<file path="config.mk">
export PLATFORM = sky130hd
export DESIGN_NAME = rr_mux_arbiter_flat
export DESIGN_NICKNAME = d
export VERILOG_FILES = /design/src/rtl/rr_mux_arbiter_if.sv /design/src/rtl/rr_mux_arbiter.sv /design/src/flat_wrapper.sv
export SDC_FILE = /design/constraint.sdc
export NUM_CORES = 1
export LEC_CHECK = 0
export CORE_ASPECT_RATIO = 0.5
export CORE_MARGIN = 2
export CORE_UTILIZATION = 35
export CTS_BUF_LIST = sky130_fd_sc_hd__clkbuf_4 sky130_fd_sc_hd__clkbuf_8 sky130_fd_sc_hd__clkbuf_16
export DETAILED_ROUTE_END_ITERATION = 8
export PLACE_DENSITY = 0.81
export SETUP_SLACK_MARGIN = 0.5
export SYNTH_ARGS = -nofsm -noshare
export SYNTH_HDL_FRONTEND = slang
export SYNTH_SLANG_ARGS = --single-unit
</file>
<file path="constraint.sdc">
create_clock -name clk -period 4.3 [get_ports clk]
set_input_delay 0.86 -clock clk [delete_from_list [all_inputs] [get_ports clk]]
set_output_delay 0.86 -clock clk [all_outputs]
set_load 0.1 [all_outputs]
</file>
<file path="src/rtl/rr_mux_arbiter_if.sv">
// Request/operand bus and downstream valid/ready handshake of the round-robin mux arbiter.
// master = operand sources and downstream consumer, slave = the arbiter.
interface rr_mux_arbiter_if #(
    parameter int DW = 32
);
    logic [3:0]    req;
    logic [DW-1:0] data0;
    logic [DW-1:0] data1;
    logic [DW-1:0] data2;
    logic [DW-1:0] data3;
    logic          out_ready;
    logic [DW-1:0] out_data;
    logic          out_valid;
    logic [1:0]    sel;
    logic [3:0]    gnt;
    logic          busy;
    logic          timeout_err;

    modport master (
        output req, data0, data1, data2, data3, out_ready,
        input  out_data, out_valid, sel, gnt, busy, timeout_err
    );

    modport slave (
        input  req, data0, data1, data2, data3, out_ready,
        output out_data, out_valid, sel, gnt, busy, timeout_err
    );
endinterface

</file>
<file path="src/rtl/rr_mux_arbiter.sv">
// Round-robin arbiter driving a shared 4:1 operand mux with a registered valid/ready output.
// Optional HOLD abort after TIMEOUT stalled cycles is enabled by defining ARB_TIMEOUT_EN.
module rr_mux_arbiter #(
    parameter int DW      = 32,
    parameter int TIMEOUT = 15
) (
    input logic           clk,
    input logic           rst_n,
    rr_mux_arbiter_if.slave bus
);

    if (TIMEOUT < 1 || TIMEOUT > 255) begin : g_badTimeout
        $error("rr_mux_arbiter: TIMEOUT must lie in 1..255");
    end

    typedef enum logic {IDLE, HOLD} state_t;

    state_t        r_state;
    state_t        w_nextState;
    logic [1:0]    r_last;
    logic [1:0]    r_sel;
    logic [DW-1:0] r_data;
    logic [3:0]    r_gnt;
    logic          r_timeoutErr;

    logic [3:0]    w_eff;
    logic          w_found;
    logic [1:0]    w_winner;
    logic [DW-1:0] w_srcData;
    logic          w_start;
    logic          w_accept;
    logic          w_abort;

    // A source whose grant is currently pulsing has already been served.
    assign w_eff    = bus.req & ~r_gnt;
    assign w_start  = (r_state == IDLE) && w_found;
    assign w_accept = (r_state == HOLD) && bus.out_ready;

    always_comb begin
        w_found  = 1'b0;
        w_winner = r_last;
        for (int k = 1; k <= 4; k++) begin
            if (!w_found && w_eff[2'(r_last + 2'(k))]) begin
                w_found  = 1'b1;
                w_winner = 2'(r_last + 2'(k));
            end
        end
    end

    always_comb begin
        case (w_winner)
            2'd0:    w_srcData = bus.data0;
            2'd1:    w_srcData = bus.data1;
            2'd2:    w_srcData = bus.data2;
            default: w_srcData = bus.data3;
        endcase
    end

`ifdef ARB_TIMEOUT_EN
    localparam logic [7:0] TO_LAST = 8'(TIMEOUT - 1);

    logic [7:0] r_count;

    always_ff @(posedge clk or negedge rst_n) begin
        if (!rst_n) begin
            r_count <= 8'd0;
        end else if (w_start) begin
            r_count <= 8'd0;
        end else if ((r_state == HOLD) && !bus.out_ready) begin
            r_count <= r_count + 8'd1;
        end
    end

    // The stalled cycle that would bring the count to TIMEOUT is the abort edge.
    assign w_abort = (r_state == HOLD) && !bus.out_ready && (r_count == TO_LAST);
`else
    assign w_abort = 1'b0;
`endif

    always_ff @(posedge clk or negedge rst_n) begin
        if (!rst_n) begin
            r_state <= IDLE;
        end else begin
            r_state <= w_nextState;
        end
    end

    always_comb begin
        w_nextState = r_state;
        case (r_state)
            IDLE:    if (w_found) w_nextState = HOLD;
            HOLD:    if (w_accept || w_abort) w_nextState = IDLE;
            default: w_nextState = IDLE;
        endcase
    end

    always_comb begin
        bus.out_valid   = (r_state == HOLD);
        bus.busy        = (r_state == HOLD);
        bus.out_data    = r_data;
        bus.sel         = r_sel;
        bus.gnt         = r_gnt;
        bus.timeout_err = r_timeoutErr;
    end

    // Operand is sampled only on the grant-in edge; sel keeps the last winner afterwards.
    always_ff @(posedge clk or negedge rst_n) begin
        if (!rst_n) begin
            r_last       <= 2'd3;
            r_sel        <= 2'd0;
            r_data       <= '0;
            r_gnt        <= 4'd0;
            r_timeoutErr <= 1'b0;
        end else begin
            r_gnt        <= 4'd0;
            r_timeoutErr <= w_abort;
            if (w_start) begin
                r_sel  <= w_winner;
                r_data <= w_srcData;
            end
            if (w_accept) begin
                r_gnt  <= 4'b0001 << r_sel;
                r_last <= r_sel;
            end
            if (w_abort) begin
                r_last <= r_sel;
            end
        end
    end

endmodule

</file>
<file path="src/flat_wrapper.sv">
// flat-port wrapper written by rule: the top's interface ports become plain ports
module rr_mux_arbiter_flat 
#(
    parameter int DW      = 32,
    parameter int TIMEOUT = 15
)
  (clk, rst_n, bus_req, bus_data0, bus_data1, bus_data2, bus_data3, bus_out_ready, bus_out_data, bus_out_valid, bus_sel, bus_gnt, bus_busy, bus_timeout_err);
  rr_mux_arbiter_if #(.DW(DW)) bus_i ();
  input logic clk;
  input logic rst_n;
  input wire logic [$bits(bus_i.req)-1:0] bus_req;
  input wire logic [$bits(bus_i.data0)-1:0] bus_data0;
  input wire logic [$bits(bus_i.data1)-1:0] bus_data1;
  input wire logic [$bits(bus_i.data2)-1:0] bus_data2;
  input wire logic [$bits(bus_i.data3)-1:0] bus_data3;
  input wire logic [$bits(bus_i.out_ready)-1:0] bus_out_ready;
  output wire logic [$bits(bus_i.out_data)-1:0] bus_out_data;
  output wire logic [$bits(bus_i.out_valid)-1:0] bus_out_valid;
  output wire logic [$bits(bus_i.sel)-1:0] bus_sel;
  output wire logic [$bits(bus_i.gnt)-1:0] bus_gnt;
  output wire logic [$bits(bus_i.busy)-1:0] bus_busy;
  output wire logic [$bits(bus_i.timeout_err)-1:0] bus_timeout_err;
  assign bus_i.req = bus_req;
  assign bus_i.data0 = bus_data0;
  assign bus_i.data1 = bus_data1;
  assign bus_i.data2 = bus_data2;
  assign bus_i.data3 = bus_data3;
  assign bus_i.out_ready = bus_out_ready;
  assign bus_out_data = bus_i.out_data;
  assign bus_out_valid = bus_i.out_valid;
  assign bus_sel = bus_i.sel;
  assign bus_gnt = bus_i.gnt;
  assign bus_busy = bus_i.busy;
  assign bus_timeout_err = bus_i.timeout_err;
  rr_mux_arbiter #(.DW(DW), .TIMEOUT(TIMEOUT)) u_core (.clk(clk), .rst_n(rst_n), .bus(bus_i));
endmodule
</file>
==> run metrics <==
Chip Height=63.7 um; final WL=8.23 mm; gpl congestion=0.790; Slowest cell on crit path=nand2b_1; TritonCTS clock tree=built; CTS Buffer Depth=2; largest net degree at the start of global routing=42; row count=21; Ant. Diodes=0; starting density of the core=36.8%; ys async rst share=100%; delay of the slowest cell on the worst path=0.89 ns; WP buf/inv=1; EDFF count, synth=0; CP cell instances=clkdlybuf4s50_1 > nand2b_4 > o31ai_1 > a211oi_2 > nand2b_1 > o221ai_1; Slew HR=14.8%; Pwr Density=815 nW/um^2; Worst-Margin Slew=1.28 ns; Resize count post-CTS=0; hold crit path type=flip-flop to flip-flop; CTS Hold Bufs=0; total CTS buffers=5; Via Count=2435; Unique masters post-synth=30; setup slack, reg-to-reg=2.01 ns; Die X=123 um; drc violations=0; Post-DRT Antenna Nets=0; Post-Syn Area per Cell=11.2 um^2; crit-path leading delay family=simple AND/OR/NAND/NOR gates; Area contributors post-synth=dfrtp_1, mux2i_1, o221ai_1; htree depth=2; Post-Syn Instances=222; CTS root buf=clkbuf_16; post-route cell area=4380 um^2; wire length per cell=17.1 um; crit-path max FO=32; sequential fraction of the synthesis area=41.2%; # Max-Cap Violations=0; Setup TNS=0 ns; Mapped Area=2490 um^2; number of setup buffers added after CTS=0; Area Growth Syn to Fin=75.7%; # port buffers=174; startpoint types=input port; antenna violations before repair=0; Fmax achieved=345 MHz; vias per cell=5.07; period utilisation layout=67.5%; setup violators final=0; DRT Pass-1 Iters=4; Worst Setup End Kind=flip-flop; Fin Clk Skew=0.00562 ns; vias in the first global route=2523; fin. max-slew vios=0; total gr overflow=0; GRT met3 Usage=3.17%; status=completed; Data arrival, critical path=3.00 ns; pre-CTS setup slack=1.10 ns; worst-skew pair later-pin latency=0.28 ns; net count after synthesis=357; Detail Placement HPWL=6.54 mm; Final min period=2.90 ns; first-pass GRT wire length=12.8 mm; Core ar.=6780 um^2; Peak VDD IR=0.360 mV; setup ws final=1.40 ns; GRT Util Overall=21.0%; main flop type after synthesis=dfrtp_1; grt met1 use=23.3%; share of post-route cells with drive strength above 1=5.15%; final core utilization=64.6%; Hold Vio Cnt, Final=0; initial DRC count=73; Clock Sinks=41; die footprint=7860 um^2; IO Count=176; Post-DP Area=4190 um^2; yosys warns=0; Synth area leader=dfrtp_1; grt met2 use=42.0%; P_leak=1.90 nW; Worst EP required=4.40 ns; share of the synthesized area in the top cell type=39.1%; Clock transition at path regs=0.06 ns; Yosys reg bits=41; Worst Setup Path Type=input port to flip-flop; Layout Nets=522; busiest grt layer=met2; RSZ-0062 raised after global routing=false
==> cells in the mapped netlist (2+ instances only) <==
cell and instances:
buf_2 3, buf_4 2, buf_6 6, buf_8 5
clkbuf_1 3, dfrtp_1 39, dfstp_2 2, mux2i_1 64
nand2_1 39, nand2b_1 3, nand2b_4 3, nor2_1 2
nor3_1 2, o221ai_1 32, o2bb2ai_1 2
==> cells by family after synthesis <==
logic type             Yosys count  share of synthesized area (%)
AOI/OAI and AO/OA               40                           13.8
buffers and inverters           21                           7.68
DFF                             41                           41.2
muxes                           65                           26.6
other                            1                          0.150
and+or+nand+nor                 54                           10.5
==> flip-flops by register name (all words and copies together) (netlist names) <==
signal / count
u_core.bus.out_data: 32
u_core.bus.sel: 2
u_core.r_last: 2
u_core.bus.busy: 1
u_core.bus.gnt: 4
==> final timing paths <==
kind	to	startpoint	cells after the start
setup / recovery	u_core.bus.out_data[5]	bus_req[1]	6
max in group asynchronous	u_core.bus.out_data[31]	rst_n	1
hold / removal	u_core.bus.out_data[4]	u_core.bus.out_data[4]	2
min in group asynchronous	u_core.bus.gnt[0]	rst_n	1
setup reg to reg	u_core.bus.out_data[5]	u_core.r_last[1]	4
hold reg to reg	u_core.bus.out_data[4]	u_core.bus.out_data[4]	2
==> where the power goes <==
part	switching, mW	total (mW)	internal [mW]
logic	1.70	2.40	0.698
registers	0.121	0.683	0.563
clock network	0.152	0.486	0.334
==> metrics by stage <==
step                      hold slack, ns  total power, mW  instances
after floorplan                    0.466             2.55        222
final                              0.490             3.57        480
after global routing               0.524             3.71        480
after CTS                          0.489             3.59        480
after global placement             0.470             3.04        472
after detailed placement           0.473             3.09        472
==> cell usage in the layout, fill, tap and decap left out <==
cell type        count
nor3_1               2
nand3_1              1
o21ai_1              1
nand2_1             39
inv_1                1
o21a_1               1
inv_6                1
o31ai_1              1
conb_1               1
dfstp_2              2
bufinv_16            2
o21ai_0              1
o2bb2ai_1            2
buf_4                4
clkdlybuf4s50_1    173
clkbuf_16            5
dfrtp_1             39
or2_1                1
buf_2                1
nand2b_1             3
nand4_1              1
o221ai_1            32
a211oi_2             1
nor2_1               2
mux2i_1             64
nand4bb_1            1
and4b_1              1
mux2i_4              1
nand2b_4             3
a2bb2oi_1            1
==> per-layer routing <==
layer	part of all wire, %	vias up	routed length, um
met1	39	1214	3190
met3	2.7	6	220
met2	58	41	4750
met4	0.85	0	70
met5	0	-	0
li1	-	1174	-
==> layout make-up <==
cell class | count | area (um^2)
tap | 92 | 115
inverter | 1 | 3.75
multi-input combinational | 160 | 1270
timing repair buffer | 178 | 1770
fill | 548 | 2400
clock buffer | 5 | 125
sequential | 41 | 1030
clock inverter | 3 | 68.8
==> worst reg2reg max path, cell delays in order, from the launching register on <==
cell and delay [ns]:
dfstp_2 0.61, and4b_1 0.24, a211oi_2 0.05, nand2b_1 0.89, o221ai_1 0.31
No activity file was read; power rests on OpenSTA's default activity.
